`config.mk`:
```
export PLATFORM = sky130hd
export DESIGN_NAME = lane_merge_2to1_flat
export DESIGN_NICKNAME = d
export VERILOG_FILES = /design/src/rtl/lane_merge_2to1_if.sv /design/src/rtl/lane_merge_2to1.sv /design/src/flat_wrapper.sv
export SDC_FILE = /design/constraint.sdc
export NUM_CORES = 1
export LEC_CHECK = 0
export CORE_MARGIN = 2
export CORE_UTILIZATION = 40
export CTS_BUF_LIST = sky130_fd_sc_hd__clkbuf_16
export DETAILED_ROUTE_END_ITERATION = 16
export PLACE_DENSITY = 0.63
export SYNTH_ARGS = -nofsm -noshare
export SYNTH_HDL_FRONTEND = slang
export SYNTH_SLANG_ARGS = --single-unit
export TNS_END_PERCENT = 50
```
`constraint.sdc`:
```
create_clock -name clk -period 4.1 [get_ports clk]
set_input_delay 1.025 -clock clk [delete_from_list [all_inputs] [get_ports clk]]
set_output_delay 1.025 -clock clk [all_outputs]
set_load 0.02 [all_outputs]
```
`src/rtl/lane_merge_2to1_if.sv`:
```
// Byte-lane bus between the 4:2 lane mux, the 2:1 lane merger and the
// next PHY stage. The slave modport is the merger's view; the master
// modport is the view of whatever drives the lanes and consumes the
// merged stream.
interface lane_merge_2to1_if #(
    parameter int WIDTH = 8
);
    logic [WIDTH-1:0] in0;
    logic [WIDTH-1:0] in1;
    logic [1:0]       valid_in;
    logic             in_ready;
    logic [WIDTH-1:0] out;
    logic             valid_out;
    logic             out_ready;
    logic             overflow;

    modport slave (
        input  in0,
        input  in1,
        input  valid_in,
        output in_ready,
        output out,
        output valid_out,
        input  out_ready,
        output overflow
    );

    modport master (
        output in0,
        output in1,
        output valid_in,
        input  in_ready,
        input  out,
        input  valid_out,
        output out_ready,
        input  overflow
    );
endinterface

```
`src/rtl/lane_merge_2to1.sv`:
```
// lane_merge_2to1: merges two byte lanes (up to 2 bytes/cycle) into one
// byte stream (1 byte/cycle) through a circular FIFO. Output order is
// arrival order, lane 0 before lane 1 within a cycle.
//
// Build option: define LANE_MERGE_OVF_DETECT_EN to enable the sticky
// overflow flag (set when bytes are offered while in_ready=0). Without it,
// overflow is tied low. The data path is the same in both builds.
//
// count_r tracks bytes held in the FIFO memory only; the byte presented
// on out is no longer counted once loaded into the output register.
module lane_merge_2to1 #(
    parameter int WIDTH = 8,
    parameter int DEPTH = 8
) (
    input  logic                    clk,
    input  logic                    reset,
    lane_merge_2to1_if.slave        bus
);

    localparam int AW = $clog2(DEPTH);
    localparam int CW = AW + 1;

    // Storage and state
    logic [WIDTH-1:0] mem_r [DEPTH];
    logic [AW-1:0]    wr_ptr_r;
    logic [AW-1:0]    rd_ptr_r;
    logic [CW-1:0]    count_r;
    logic [WIDTH-1:0] out_r;
    logic             valid_out_r;

    // Combinational helpers
    logic [CW-1:0]    free_s;
    logic             in_ready_s;
    logic             wr_en0_s;
    logic             wr_en1_s;
    logic [WIDTH-1:0] wr_data0_s;
    logic [WIDTH-1:0] wr_data1_s;
    logic [1:0]       nwr_s;
    logic             load_s;
    logic             drain_s;
    logic [AW-1:0]    wr_ptr_p1_s;
    logic [AW-1:0]    wr_ptr_next_s;
    logic [AW-1:0]    rd_ptr_next_s;
    logic [CW-1:0]    count_next_s;

    // Space check uses the registered count only, so in_ready never
    // depends on this cycle's valid_in or out_ready.
    assign free_s      = CW'(DEPTH) - count_r;
    assign in_ready_s  = (free_s >= CW'(2));
    assign wr_ptr_p1_s = wr_ptr_r + AW'(1);

    // Decode which lanes are written this cycle and pack them so that the
    // first accepted byte always lands at wr_ptr and the second at wr_ptr+1.
    always_comb begin
        wr_en0_s   = 1'b0;
        wr_en1_s   = 1'b0;
        wr_data0_s = bus.in0;
        wr_data1_s = bus.in1;
        nwr_s      = 2'd0;
        if (in_ready_s) begin
            case (bus.valid_in)
                2'b11: begin
                    wr_en0_s   = 1'b1;
                    wr_en1_s   = 1'b1;
                    wr_data0_s = bus.in0;
                    wr_data1_s = bus.in1;
                    nwr_s      = 2'd2;
                end
                2'b01: begin
                    wr_en0_s   = 1'b1;
                    wr_data0_s = bus.in0;
                    nwr_s      = 2'd1;
                end
                2'b10: begin
                    wr_en0_s   = 1'b1;
                    wr_data0_s = bus.in1;
                    nwr_s      = 2'd1;
                end
                default: begin
                    wr_en0_s = 1'b0;
                    wr_en1_s = 1'b0;
                    nwr_s    = 2'd0;
                end
            endcase
        end else begin
            wr_en0_s = 1'b0;
            wr_en1_s = 1'b0;
            nwr_s    = 2'd0;
        end
    end

    // Output-stage decisions: load a new byte when the output register is
    // free or being consumed and the FIFO held data before this edge;
    // otherwise go idle when the held byte is consumed with nothing behind it.
    always_comb begin
        load_s  = 1'b0;
        drain_s = 1'b0;
        if ((!valid_out_r || bus.out_ready) && (count_r != CW'(0))) begin
            load_s = 1'b1;
        end else if (valid_out_r && bus.out_ready) begin
            drain_s = 1'b1;
        end else begin
            load_s  = 1'b0;
            drain_s = 1'b0;
        end
    end

    // Next pointer and occupancy values; a 2-push with a 1-pop nets +1.
    always_comb begin
        wr_ptr_next_s = wr_ptr_r + AW'(nwr_s);
        rd_ptr_next_s = rd_ptr_r;
        count_next_s  = count_r + CW'(nwr_s);
        if (load_s) begin
            rd_ptr_next_s = rd_ptr_r + AW'(1);
            count_next_s  = count_r + CW'(nwr_s) - CW'(1);
        end else begin
            rd_ptr_next_s = rd_ptr_r;
            count_next_s  = count_r + CW'(nwr_s);
        end
    end

    // FIFO memory write port; contents need no reset since pointers and
    // count define which entries are live.
    always_ff @(posedge clk) begin
        if (!reset) begin
            if (wr_en0_s) begin
                mem_r[wr_ptr_r] <= wr_data0_s;
            end
            if (wr_en1_s) begin
                mem_r[wr_ptr_p1_s] <= wr_data1_s;
            end
        end
    end

    // Pointer and occupancy registers.
    always_ff @(posedge clk) begin
        if (reset) begin
            wr_ptr_r <= AW'(0);
            rd_ptr_r <= AW'(0);
            count_r  <= CW'(0);
        end else begin
            wr_ptr_r <= wr_ptr_next_s;
            rd_ptr_r <= rd_ptr_next_s;
            count_r  <= count_next_s;
        end
    end

    // Registered output byte and its valid flag; out keeps its last value
    // when the stream goes idle.
    always_ff @(posedge clk) begin
        if (reset) begin
            out_r       <= WIDTH'(0);
            valid_out_r <= 1'b0;
        end else if (load_s) begin
            out_r       <= mem_r[rd_ptr_r];
            valid_out_r <= 1'b1;
        end else if (drain_s) begin
            valid_out_r <= 1'b0;
        end
    end

`ifdef LANE_MERGE_OVF_DETECT_EN
    logic overflow_r;

    // Sticky flag: bytes were offered while there was no room; only reset clears it.
    always_ff @(posedge clk) begin
        if (reset) begin
            overflow_r <= 1'b0;
        end else if (!in_ready_s && (bus.valid_in != 2'b00)) begin
            overflow_r <= 1'b1;
        end
    end

    assign bus.overflow = overflow_r;
`else
    assign bus.overflow = 1'b0;
`endif

    assign bus.in_ready  = in_ready_s;
    assign bus.out       = out_r;
    assign bus.valid_out = valid_out_r;

endmodule

```
`src/flat_wrapper.sv`:
```
// flat-port wrapper written by rule: the top's interface ports become plain ports
module lane_merge_2to1_flat 
#(
    parameter int WIDTH = 8,
    parameter int DEPTH = 8
)
  (clk, reset, bus_in0, bus_in1, bus_valid_in, bus_in_ready, bus_out, bus_valid_out, bus_out_ready, bus_overflow);
  lane_merge_2to1_if #(.WIDTH(WIDTH)) bus_i ();
  input  logic clk;
  input  logic reset;
  input wire logic [$bits(bus_i.in0)-1:0] bus_in0;
  input wire logic [$bits(bus_i.in1)-1:0] bus_in1;
  input wire logic [$bits(bus_i.valid_in)-1:0] bus_valid_in;
  output wire logic [$bits(bus_i.in_ready)-1:0] bus_in_ready;
  output wire logic [$bits(bus_i.out)-1:0] bus_out;
  output wire logic [$bits(bus_i.valid_out)-1:0] bus_valid_out;
  input wire logic [$bits(bus_i.out_ready)-1:0] bus_out_ready;
  output wire logic [$bits(bus_i.overflow)-1:0] bus_overflow;
  assign bus_i.in0 = bus_in0;
  assign bus_i.in1 = bus_in1;
  assign bus_i.valid_in = bus_valid_in;
  assign bus_in_ready = bus_i.in_ready;
  assign bus_out = bus_i.out;
  assign bus_valid_out = bus_i.valid_out;
  assign bus_i.out_ready = bus_out_ready;
  assign bus_overflow = bus_i.overflow;
  lane_merge_2to1 #(.WIDTH(WIDTH), .DEPTH(DEPTH)) u_core (.clk(clk), .reset(reset), .bus(bus_i));
endmodule
```
==> parameters.txt, run 1 <==
Parameter                              Value

Synth
  Area share of the largest cell type after synthesis    0.431
  Asr flop ratio synth    0
  Leading register cell type out of synthesis    sky130_fd_sc_hd__edfxtp_1
  YS warnings    0
  Number of enable flip-flop cells after synthesis    64
  Syn_nets    366
  Mean instance size in the synthesized netlist    13.4 um^2
  Synth top area cells    sky130_fd_sc_hd__edfxtp_1, sky130_fd_sc_hd__mux2_2, sky130_fd_sc_hd__dfxtp_1, sky130_fd_sc_hd__mux4_2, sky130_fd_sc_hd__mux2i_1
  Total standard cell area after synthesis    4460 um^2
  Synth Instances    332
  Most common library cells after synthesis    sky130_fd_sc_hd__edfxtp_1, sky130_fd_sc_hd__mux2_2, sky130_fd_sc_hd__nor2_1
  Most used standard cell by instance count after synthesis    sky130_fd_sc_hd__edfxtp_1
  Yosys cell types    45
  Seq cells post-synth    83
  Register area share after synthesis    0.516
  Most area-hungry cell type in the Yosys netlist    sky130_fd_sc_hd__edfxtp_1

Clocking
  Maximum buffer depth of the clock tree    2
  Number of buffers created by CTS    9
  Hold-fix buffers, CTS    0
  H-tree depth    3
  Number of clock sinks seen by CTS    83
  Number of buffers inserted by post-CTS setup repair    0
  Insertion delay of the later-clocked pin in the worst-skew pair    0.33 ns
  Clock tree from TritonCTS    built
  Reg clk slew, reported paths    0.07 ns
  Post-cts repair resize count    0
  Clock tree root buffer cell    sky130_fd_sc_hd__clkbuf_16

Route
  Routed Antenna Nets    0
  Routed wire length    10.1 mm
  Drt first pass iters    4
  Via count normalized by instance count    5.52
  First-iteration detailed-routing DRC count    159
  Drt drc    0
  Detailed-route wire length per cell    19.7 um
  Vias after detailed routing    2,824

Finish
  Filler cell count    970
  Nets    401
  Total inserted antenna cells    0
  Proportion of layout cells with a drive suffix above 1    0.293
  Synth-to-layout area growth    16.8%
  Number of standard cells in the final layout excluding fillers    512

Global routing
  Pin count of the biggest net entering global routing    20
  Global-route wire length before repair    15.9 mm
  Number of global-route vias before repair    2,870
  Global routing usage summed across all routing layers    0.182
  Number of antenna violations at the first check in global routing    0
  Final global-route overflow total    0

Die
  Height of the die    110 um
  Total die area    12,000 um^2
  Total I/O pin count    32
  Die boundary width    110 um
  Core ar.    10,800 um^2
  Initial cell density of the core    0.412
  Core Rows    38

Min path
  Source of the worst hold timing path    u_core.bus.out[5]
  Hold/Removal Path Class    reg -> reg

Critical path
  Crit path top cell by count    sky130_fd_sc_hd__inv_1
  Critical-path top delay cell    sky130_fd_sc_hd__clkdlybuf4s50_1
  Data required time at the worst endpoint    3.07 ns
  Critical R2R Launch    u_core.count_r[1]
  Cells along the critical path    inv_1 > ha_1 > and2b_2 > a32oi_4 > nor2_1 > inv_1 > clkdlybuf4s50_1
  Critical Path Source    u_core.count_r[1]
  Worst Setup Path Type    reg -> out
  CP arrival    2.84 ns
  Setup crit end kind    output port
  Slowest stage delay, CP    0.64 ns
  Highest fanout seen on the critical path    9
  Critical path launch point type    flip-flop

Status
  Status    finished clean

Timing
  RSZ-0062 raised after global routing    no
  Highest clock frequency the design can meet    259 MHz
  Final max-slew violation count    0
  Final Cycle Share    0.942
  Pin slew with the least headroom to its limit    0.831 ns
  Worst-case clock skew    0.00454 ns
  Hold Violations, Final    0
  Final min period    3.86 ns
  Setup_tns    0 ns
  Relative max-transition margin    0.445
  Final setup violation count    0

Placement
  Placed cell count    496
  Final weighted congestion in routability-driven placement    0.817
  Estimated wirelength of the detail-placed design    6.77 mm
  Number of port buffers    30

Power
  Areal power density over the cells    655 nW/um^2
  Static Leakage    1.80 nW
  Worst-case vdd ir drop    0.000242 V

Flow run
  Reported max-cap violation count    0
==> area by class of cell <==
type / instances / area (um^2) / share of cell area
Sequential cell: 83 / 2300 / 0.441
Multi-Input combinational cell: 222 / 2040 / 0.391
Timing Repair Buffer: 39 / 368 / 0.0705
Clock buffer: 9 / 225 / 0.0432
Tap cell: 140 / 175 / 0.0336
Clock inverter: 7 / 60.1 / 0.0115
Inverter: 12 / 45.0 / 0.00864
==> kinds of logic after synthesis <==
| logic type | after synthesis | synth area share |
|---|---|---|
| multiplexers | 89 | 0.241 |
| flip-flops | 83 | 0.516 |
| AND/OR/NAND/NOR | 72 | 0.0841 |
| AO/OA/AOI/OAI | 38 | 0.0740 |
| buffers and inverters | 27 | 0.0272 |
| adder cells (fa/ha/maj) | 13 | 0.0398 |
| XOR/XNOR | 9 | 0.0177 |
| other | 1 | 0.000840 |
==> worst paths after layout <==
kind | to | slack, ns | depth (start not counted)
setup reg to reg | u_core.count_r[1] | 0.58 | 12
hold reg to reg | u_core.bus.out[5] | 0.49 | 2
hold / removal | u_core.bus.out[5] | 0.49 | 2
setup / recovery | bus_in_ready | 0.24 | 7
==> stage by stage <==
step / worst slack [ns] / util / hold slack, ns / cell area, um^2 / power, mW
6_report: 0.238 / 0.481 / 0.491 / 5220 / 3.41
5_1_grt: 0.102 / 0.481 / 0.521 / 5220 / 3.62
4_1_cts: 0.233 / 0.481 / 0.495 / 5220 / 3.44
3_5_place_dp: 0.589 / 0.455 / 0.482 / 4930 / 2.67
3_3_place_gp: 0.619 / 0.455 / 0.482 / 4930 / 2.63
2_1_floorplan: 0.850 / - / 0.476 / 4460 / 2.26
==> cell usage in the layout, fill, tap and decap left out, types with 2 or more instances in the layout <==
| cell type | count |
|---|---|
| sky130_fd_sc_hd__edfxtp_1 | 64 |
| sky130_fd_sc_hd__mux2_2 | 60 |
| sky130_fd_sc_hd__clkdlybuf4s50_1 | 30 |
| sky130_fd_sc_hd__nor2_1 | 26 |
| sky130_fd_sc_hd__dfxtp_1 | 19 |
| sky130_fd_sc_hd__mux2i_1 | 15 |
| sky130_fd_sc_hd__inv_1 | 12 |
| sky130_fd_sc_hd__ha_1 | 11 |
| sky130_fd_sc_hd__nor3_1 | 9 |
| sky130_fd_sc_hd__clkbuf_16 | 9 |
| sky130_fd_sc_hd__buf_4 | 9 |
| sky130_fd_sc_hd__mux4_2 | 8 |
| sky130_fd_sc_hd__a211oi_1 | 8 |
| sky130_fd_sc_hd__o22ai_2 | 7 |
| sky130_fd_sc_hd__o22ai_1 | 7 |
| sky130_fd_sc_hd__mux2_1 | 6 |
| sky130_fd_sc_hd__xnor2_1 | 5 |
| sky130_fd_sc_hd__nand3_1 | 5 |
| sky130_fd_sc_hd__nand2_1 | 5 |
| sky130_fd_sc_hd__nor2b_1 | 5 |
| sky130_fd_sc_hd__xor2_1 | 4 |
| sky130_fd_sc_hd__nor3b_1 | 4 |
| sky130_fd_sc_hd__a32oi_1 | 4 |
| sky130_fd_sc_hd__a21oi_1 | 4 |
| sky130_fd_sc_hd__and2_1 | 3 |
| sky130_fd_sc_hd__and3_1 | 3 |
| sky130_fd_sc_hd__clkinvlp_4 | 3 |
| sky130_fd_sc_hd__or2_2 | 2 |
| sky130_fd_sc_hd__and2b_2 | 2 |
| sky130_fd_sc_hd__a31oi_1 | 2 |
| sky130_fd_sc_hd__nand2b_1 | 2 |
| sky130_fd_sc_hd__fa_1 | 2 |
| sky130_fd_sc_hd__clkinv_4 | 2 |
==> layer usage <==
layer | wire length [um] | track usage | share of wire
met5 | 0 | 0 | 0
met4 | 266 | 0.0787 | 0.026
met3 | 623 | 0.0314 | 0.062
met2 | 4690 | 0.283 | 0.47
met1 | 4490 | 0.250 | 0.45
==> registers in the layout, indices dropped and copies added (netlist names) <==
register	cells
u_core.bus.out	8
u_core.count_r	4
u_core.wr_ptr_r	3
u_core.mem_r	64
u_core.bus.valid_out	1
u_core.rd_ptr_r	3
==> power breakdown <==
part	leakage (nW)	switching (mW)	total (mW)	internal, mW
sequential	0.738	0.130	1.24	1.11
clock	0.130	0.351	0.770	0.419
combinational	0.928	0.773	1.40	0.629
total	1.80	1.25	3.41	2.16
==> worst max-delay path, delay by kind of cell (launching register included) <==
kind	cells	cell delay [ns]
flip-flops	1	0.40
buffers and inverters	3	0.97
AND/OR/NAND/NOR	2	0.46
AO/OA/AOI/OAI	1	0.46
adder cells (fa/ha/maj)	1	0.21
No activity file was read; power rests on OpenSTA's default activity.
==> run 2, diff against run 1 <==
- CORE_MARGIN: 2 -> 3
- CORE_UTILIZATION: 40 -> 59
- PLACE_DENSITY: 0.63 -> 0.85
- SETUP_SLACK_MARGIN: not set -> 0.4
==> parameters.txt, run 2 (synthesis gave the netlist of run 1 again) <==
Parameter                              Value

Route
  First-iteration detailed-routing DRC count    177
  Via count normalized by instance count    6.14
  Routed Antenna Nets    0
  Drt drc    0
  Routed wire length    9.33 mm
  Detailed-route wire length per cell    19.8 um
  Vias after detailed routing    2,896
  Drt first pass iters    4

Timing
  Hold Violations, Final    0
  RSZ-0062 raised after global routing    no
  Final setup violation count    0
  Final max-slew violation count    0
  Final Cycle Share    0.841
  Final min period    3.45 ns
  Highest clock frequency the design can meet    290 MHz
  Setup_tns    0 ns
  Hold WS    0.488 ns
  Pin slew with the least headroom to its limit    0.999 ns
  Relative max-transition margin    0.333
  Worst-case clock skew    0.00527 ns

Critical path
  Worst reg2reg path depth    12
  Highest fanout seen on the critical path    9
  Setup crit end kind    output port
  Setup slack, reg-to-reg    0.94 ns
  Critical path launch point type    flip-flop
  R2R Path End    u_core.count_r[1]
  Critical R2R Launch    u_core.count_r[1]
  Data required time at the worst endpoint    3.07 ns
  CP arrival    2.42 ns
  Worst Setup Path Type    reg -> out

Power
  Worst-case vdd ir drop    0.000295 V
  Areal power density over the cells    662 nW/um^2
  Proportion of power drawn by the clock network    0.224
  Switch Pwr    1.25 mW
  Cell-internal power    2.17 mW
  Fraction of power consumed by combinational cells    0.411
  Switching power as a share of total power    0.365
  Part of the total power dissipated in sequential elements    0.365
  Static Leakage    1.81 nW

Finish
  FF+latch area    2300 um^2
  Synth-to-layout area growth    16.0%
  Layout Cell Area excl Fill    5180 um^2
  Proportion of layout cells with a drive suffix above 1    0.298
  Total area of multi-input combinational cells    2050 um^2
  Filler cell count    504
  Max reg flops    64
  Register with the most flip-flops    u_core.mem_r
  Total inserted antenna cells    0
  Top library cells by usage in the layout, fill and taps aside    sky130_fd_sc_hd__edfxtp_1, sky130_fd_sc_hd__mux2_2, sky130_fd_sc_hd__clkdlybuf4s50_1, sky130_fd_sc_hd__nor2_1, sky130_fd_sc_hd__dfxtp_1
  Nets    402
  Commonest non-fill, non-tap cell in the layout    sky130_fd_sc_hd__edfxtp_1

Die
  Total die area    8640 um^2
  Core Rows    31
  Die boundary width    93.0 um
  Total I/O pin count    32
  Core ar.    7290 um^2
  Height of the die    93.0 um
  Initial cell density of the core    0.612

Clocking
  Clock tree from TritonCTS    built
  Insertion delay of the later-clocked pin in the worst-skew pair    0.34 ns
  Reg clk slew, reported paths    0.07 ns
  Number of clock sinks seen by CTS    83
  H-tree depth    3
  Maximum buffer depth of the clock tree    2
  Number of buffers created by CTS    9
  Hold-fix buffers, CTS    0
  Clock tree root buffer cell    sky130_fd_sc_hd__clkbuf_16

Global routing
  Global-route wire length before repair    15.0 mm
  Pin count of the biggest net entering global routing    20
  Number of global-route vias before repair    2,828
  Number of antenna violations at the first check in global routing    0
  Final global-route overflow total    0
  Global routing usage summed across all routing layers    0.233

Placement
  Number of port buffers    30
  Estimated wirelength of the detail-placed design    6.43 mm
  Total cell area at the placement stage    4880 um^2
  Final weighted congestion in routability-driven placement    0.804

Min path
  Hold EP    u_core.bus.out[5]
  Hold/Removal Path Class    reg -> reg
  Source of the worst hold timing path    u_core.bus.out[5]
  Worst Hold Depth    2

Flow run
  Reported max-cap violation count    0

Status
  Status    finished clean
run 2: cell count changes in the layout (fill, tap and decap cells not counted), sizes merged:
cell,before,now
clkinvlp,3,1
buf,9,10
clkinv,2,3
inv,14,15
run 2: worst max path at each step:
stage,from,to,cells after the start
global route,u_core.count_r[1],bus_in_ready,6
finish,u_core.count_r[1],bus_in_ready,6
floorplan,u_core.count_r[1],u_core.count_r[1],13
detailed placement,bus_valid_in[0],u_core.count_r[1],10
global placement,u_core.count_r[1],bus_in_ready,7
CTS,u_core.count_r[1],bus_in_ready,6
run 2: layout make-up:
cell class,instances,area share
Clock inverter,7,0.0114
Sequential cell,83,0.445
Tap cell,99,0.0239
Timing Repair Buffer,40,0.0725
Inverter,12,0.00870
Clock buffer,9,0.0435
Multi-Input combinational cell,222,0.395
run 2: per-layer routing:
metal  share of wire  GRT usage  up-vias
met2            0.48      0.376       81
met1            0.45      0.311     1454
met3           0.052     0.0434       15
met4           0.020     0.0965        0
met5               0          0        -
li1                -          -     1346
run 2: what timing repair did:
action | in CTS | in global routing
pin swaps | 1 | 0
endpoints found under the setup margin | 1 | 1
resized for setup | 1 | 1
setup buffers | 1 | 0
run 2: worst max-delay path, cell delays in order, from the launching register on:
cell,delay (ns)
sky130_fd_sc_hd__dfxtp_1,0.39
sky130_fd_sc_hd__inv_1,0.10
sky130_fd_sc_hd__ha_1,0.27
sky130_fd_sc_hd__or2_2,0.40
sky130_fd_sc_hd__nor2_4,0.23
sky130_fd_sc_hd__inv_1,0.13
sky130_fd_sc_hd__clkdlybuf4s50_1,0.56
run 2: power by group through the flow:
stage / Clock (mW) / Sequential, mW / Combinational (mW)
after floorplan: 0 / 1.25 / 1.01
after global placement: 0 / 1.26 / 1.32
after detailed placement: 0 / 1.26 / 1.37
after CTS: 0.776 / 1.25 / 1.40
after global routing: 0.815 / 1.27 / 1.54
final: 0.768 / 1.25 / 1.41
run 2: stage by stage:
step	cells	utilization	setup slack, ns	power, mW
floorplan	332	-	0.850	2.26
global route	472	0.710	0.486	3.63
global placement	455	0.669	0.682	2.58
finish	472	0.710	0.652	3.42
CTS	472	0.709	0.528	3.42
detailed placement	455	0.669	0.635	2.63
==> run 3, diff against run 2 <==
- CORE_UTILIZATION: 59 -> 53
- PLACE_DENSITY: 0.85 -> 0.81
- clock period: 4.1 -> 2.8 ns (I/O delays scaled with it)
==> parameters.txt, run 3 (synthesis gave the netlist of run 1 again) <==
Parameter                              Value

Timing
  Final min period    2.65 ns
  Hold Violations, Final    0
  Worst-case clock skew    0.00661 ns
  Final Cycle Share    0.946
  Hold WS    0.489 ns
  Highest clock frequency the design can meet    377 MHz
  Final max-slew violation count    0
  Relative max-transition margin    0.455
  Final setup violation count    0
  Pin slew with the least headroom to its limit    0.816 ns
  RSZ-0062 raised after global routing    yes
  Final worst-path setup slack    0.151 ns

Global routing
  Global routing usage summed across all routing layers    0.224
  Global Route met3 Usage    0.0493
  Final global-route overflow total    0
  Global routing usage on met2    0.353
  Pin count of the biggest net entering global routing    23
  Global-route wire length before repair    16.5 mm
  Met1 usage in global routing    0.317
  Number of antenna violations at the first check in global routing    0
  Most used routing layer in global routing    met2
  Number of global-route vias before repair    3,029

Placement
  Final weighted congestion in routability-driven placement    0.887
  Number of port buffers    30
  DP Worst Slack    -0.268 ns
  Estimated wirelength of the detail-placed design    6.68 mm
  Placed cell count    473

Critical path
  Category of cells accounting for the largest share of critical-path delay    adder cells
  Setup crit end kind    flip-flop
  Highest fanout seen on the critical path    4
  Setup slack, reg-to-reg    0.15 ns
  Data required time at the worst endpoint    3.08 ns
  R2R Path End    u_core.count_r[1]
  Worst Setup Path Type    reg -> reg
  Critical path launch point type    flip-flop
  Buffers and inverters on the worst path    3
  Critical R2R Launch    u_core.count_r[1]
  Critical-path top delay cell    sky130_fd_sc_hd__fa_1
  CP arrival    2.92 ns
  Cells along the critical path    inv_4 > ha_4 > and2b_2 > a32oi_4 > nor2_4 > inv_4 > and2_4 > ha_4 > inv_2 > fa_1 > ha_1 > mux2_2 > nor2_1
  Slowest stage delay, CP    0.47 ns
  Worst reg2reg path depth    13

Finish
  Proportion of layout cells with a drive suffix above 1    0.387
  Nets    430
  Top library cells by usage in the layout, fill and taps aside    sky130_fd_sc_hd__edfxtp_1, sky130_fd_sc_hd__mux2_2, sky130_fd_sc_hd__buf_4, sky130_fd_sc_hd__clkdlybuf4s50_1, sky130_fd_sc_hd__nor2_1
  Synth-to-layout area growth    24.8%
  Max reg flops    64
  Register with the most flip-flops    u_core.mem_r
  Total inserted antenna cells    0
  Commonest non-fill, non-tap cell in the layout    sky130_fd_sc_hd__edfxtp_1
  Number of standard cells in the final layout excluding fillers    503

Route
  Via count normalized by instance count    6.11
  Drt first pass iters    5
  Routed Antenna Nets    0
  Routed wire length    10.7 mm
  Vias after detailed routing    3,071
  Detailed-route wire length per cell    21.2 um
  Drt drc    0
  First-iteration detailed-routing DRC count    289

Clocking
  Maximum buffer depth of the clock tree    2
  Hold-fix buffers, CTS    0
  H-tree depth    3
  Reg clk slew, reported paths    0.07 ns
  Number of clock sinks seen by CTS    83
  Number of buffers created by CTS    9
  Insertion delay of the later-clocked pin in the worst-skew pair    0.34 ns
  Clock tree root buffer cell    sky130_fd_sc_hd__clkbuf_16
  Clock tree from TritonCTS    built

Min path
  Hold EP    u_core.bus.out[0]
  Worst Hold Depth    2
  Hold/Removal Path Class    reg -> reg
  Source of the worst hold timing path    u_core.bus.out[0]

Die
  Core Rows    32
  Die boundary width    97.8 um
  Total die area    9560 um^2
  Total I/O pin count    32
  Core ar.    7970 um^2
  Height of the die    97.8 um
  Initial cell density of the core    0.560

Power
  Areal power density over the cells    1010 nW/um^2
  Worst-case vdd ir drop    0.000461 V
  Total power    5.60 mW
  Static Leakage    1.97 nW

Status
  Status    finished clean

Flow run
  Reported max-cap violation count    0
run 3: cell count changes in the layout (fill, tap and decap cells not counted), moves of 3 or more:
cell / delta
sky130_fd_sc_hd__buf_12: +3
sky130_fd_sc_hd__clkdlybuf4s50_1: -3
sky130_fd_sc_hd__buf_4: +23
sky130_fd_sc_hd__inv_1: -4
sky130_fd_sc_hd__o22ai_4: +5
sky130_fd_sc_hd__inv_4: +3
sky130_fd_sc_hd__nor3b_1: -3
sky130_fd_sc_hd__buf_6: +3
sky130_fd_sc_hd__o22ai_2: -5
sky130_fd_sc_hd__nor3b_2: +3
run 3: cell type report:
class	instances	area (um^2)
Timing Repair Buffer	68	629
Inverter	12	52.6
Fill cell	536	2400
Clock inverter	7	57.6
Sequential cell	83	2310
Clock buffer	9	225
Tap cell	102	128
Multi-Input combinational cell	222	2170
run 3: worst reg2reg max path, stage by stage, from the launching register on:
cell,delay (ns)
sky130_fd_sc_hd__dfxtp_4,0.38
sky130_fd_sc_hd__inv_4,0.04
sky130_fd_sc_hd__ha_4,0.15
sky130_fd_sc_hd__and2b_2,0.21
sky130_fd_sc_hd__a32oi_4,0.27
sky130_fd_sc_hd__nor2_4,0.07
sky130_fd_sc_hd__inv_4,0.07
sky130_fd_sc_hd__and2_4,0.15
sky130_fd_sc_hd__ha_4,0.13
sky130_fd_sc_hd__inv_2,0.03
sky130_fd_sc_hd__fa_1,0.47
sky130_fd_sc_hd__ha_1,0.28
sky130_fd_sc_hd__mux2_2,0.26
sky130_fd_sc_hd__nor2_1,0.07
run 3: repair_timing:
action,CTS,global route
gates resized for setup,16,12
buffers inserted,7,7
cloned,0,0
pin swaps,4,4
endpoints found under the setup margin,84,59
run 3: worst max-delay path by stage:
| stage | start | cells after the start | end |
|---|---|---|---|
| after floorplan | u_core.count_r[1] | 13 | u_core.count_r[1] |
| after global placement | bus_valid_in[1] | 10 | u_core.count_r[1] |
| after detailed placement | bus_valid_in[1] | 10 | u_core.count_r[1] |
| after CTS | u_core.count_r[0] | 13 | u_core.count_r[1] |
| after global routing | u_core.count_r[0] | 13 | u_core.count_r[1] |
| final | u_core.count_r[1] | 13 | u_core.count_r[1] |
run 3: per-layer routing:
metal | share of wire | wire length (um)
met5 | 0 | 0
met4 | 0.014 | 150
met3 | 0.061 | 651
met2 | 0.49 | 5230
met1 | 0.43 | 4620
run 3: per-stage QoR:
step / util / setup TNS, ns / area, um^2
2_1_floorplan: - / -0.147 / 4510
3_3_place_gp: 0.638 / -6.26 / 5080
3_5_place_dp: 0.638 / -9.44 / 5080
4_1_cts: 0.688 / 0 / 5480
5_1_grt: 0.699 / 0 / 5570
6_report: 0.699 / 0 / 5570
run 3: where the power goes:
part	total, mW	switching, mW	internal, mW
sequential	1.82	0.187	1.64
clock	1.14	0.526	0.615
combinational	2.63	1.37	1.27
total	5.60	2.08	3.52
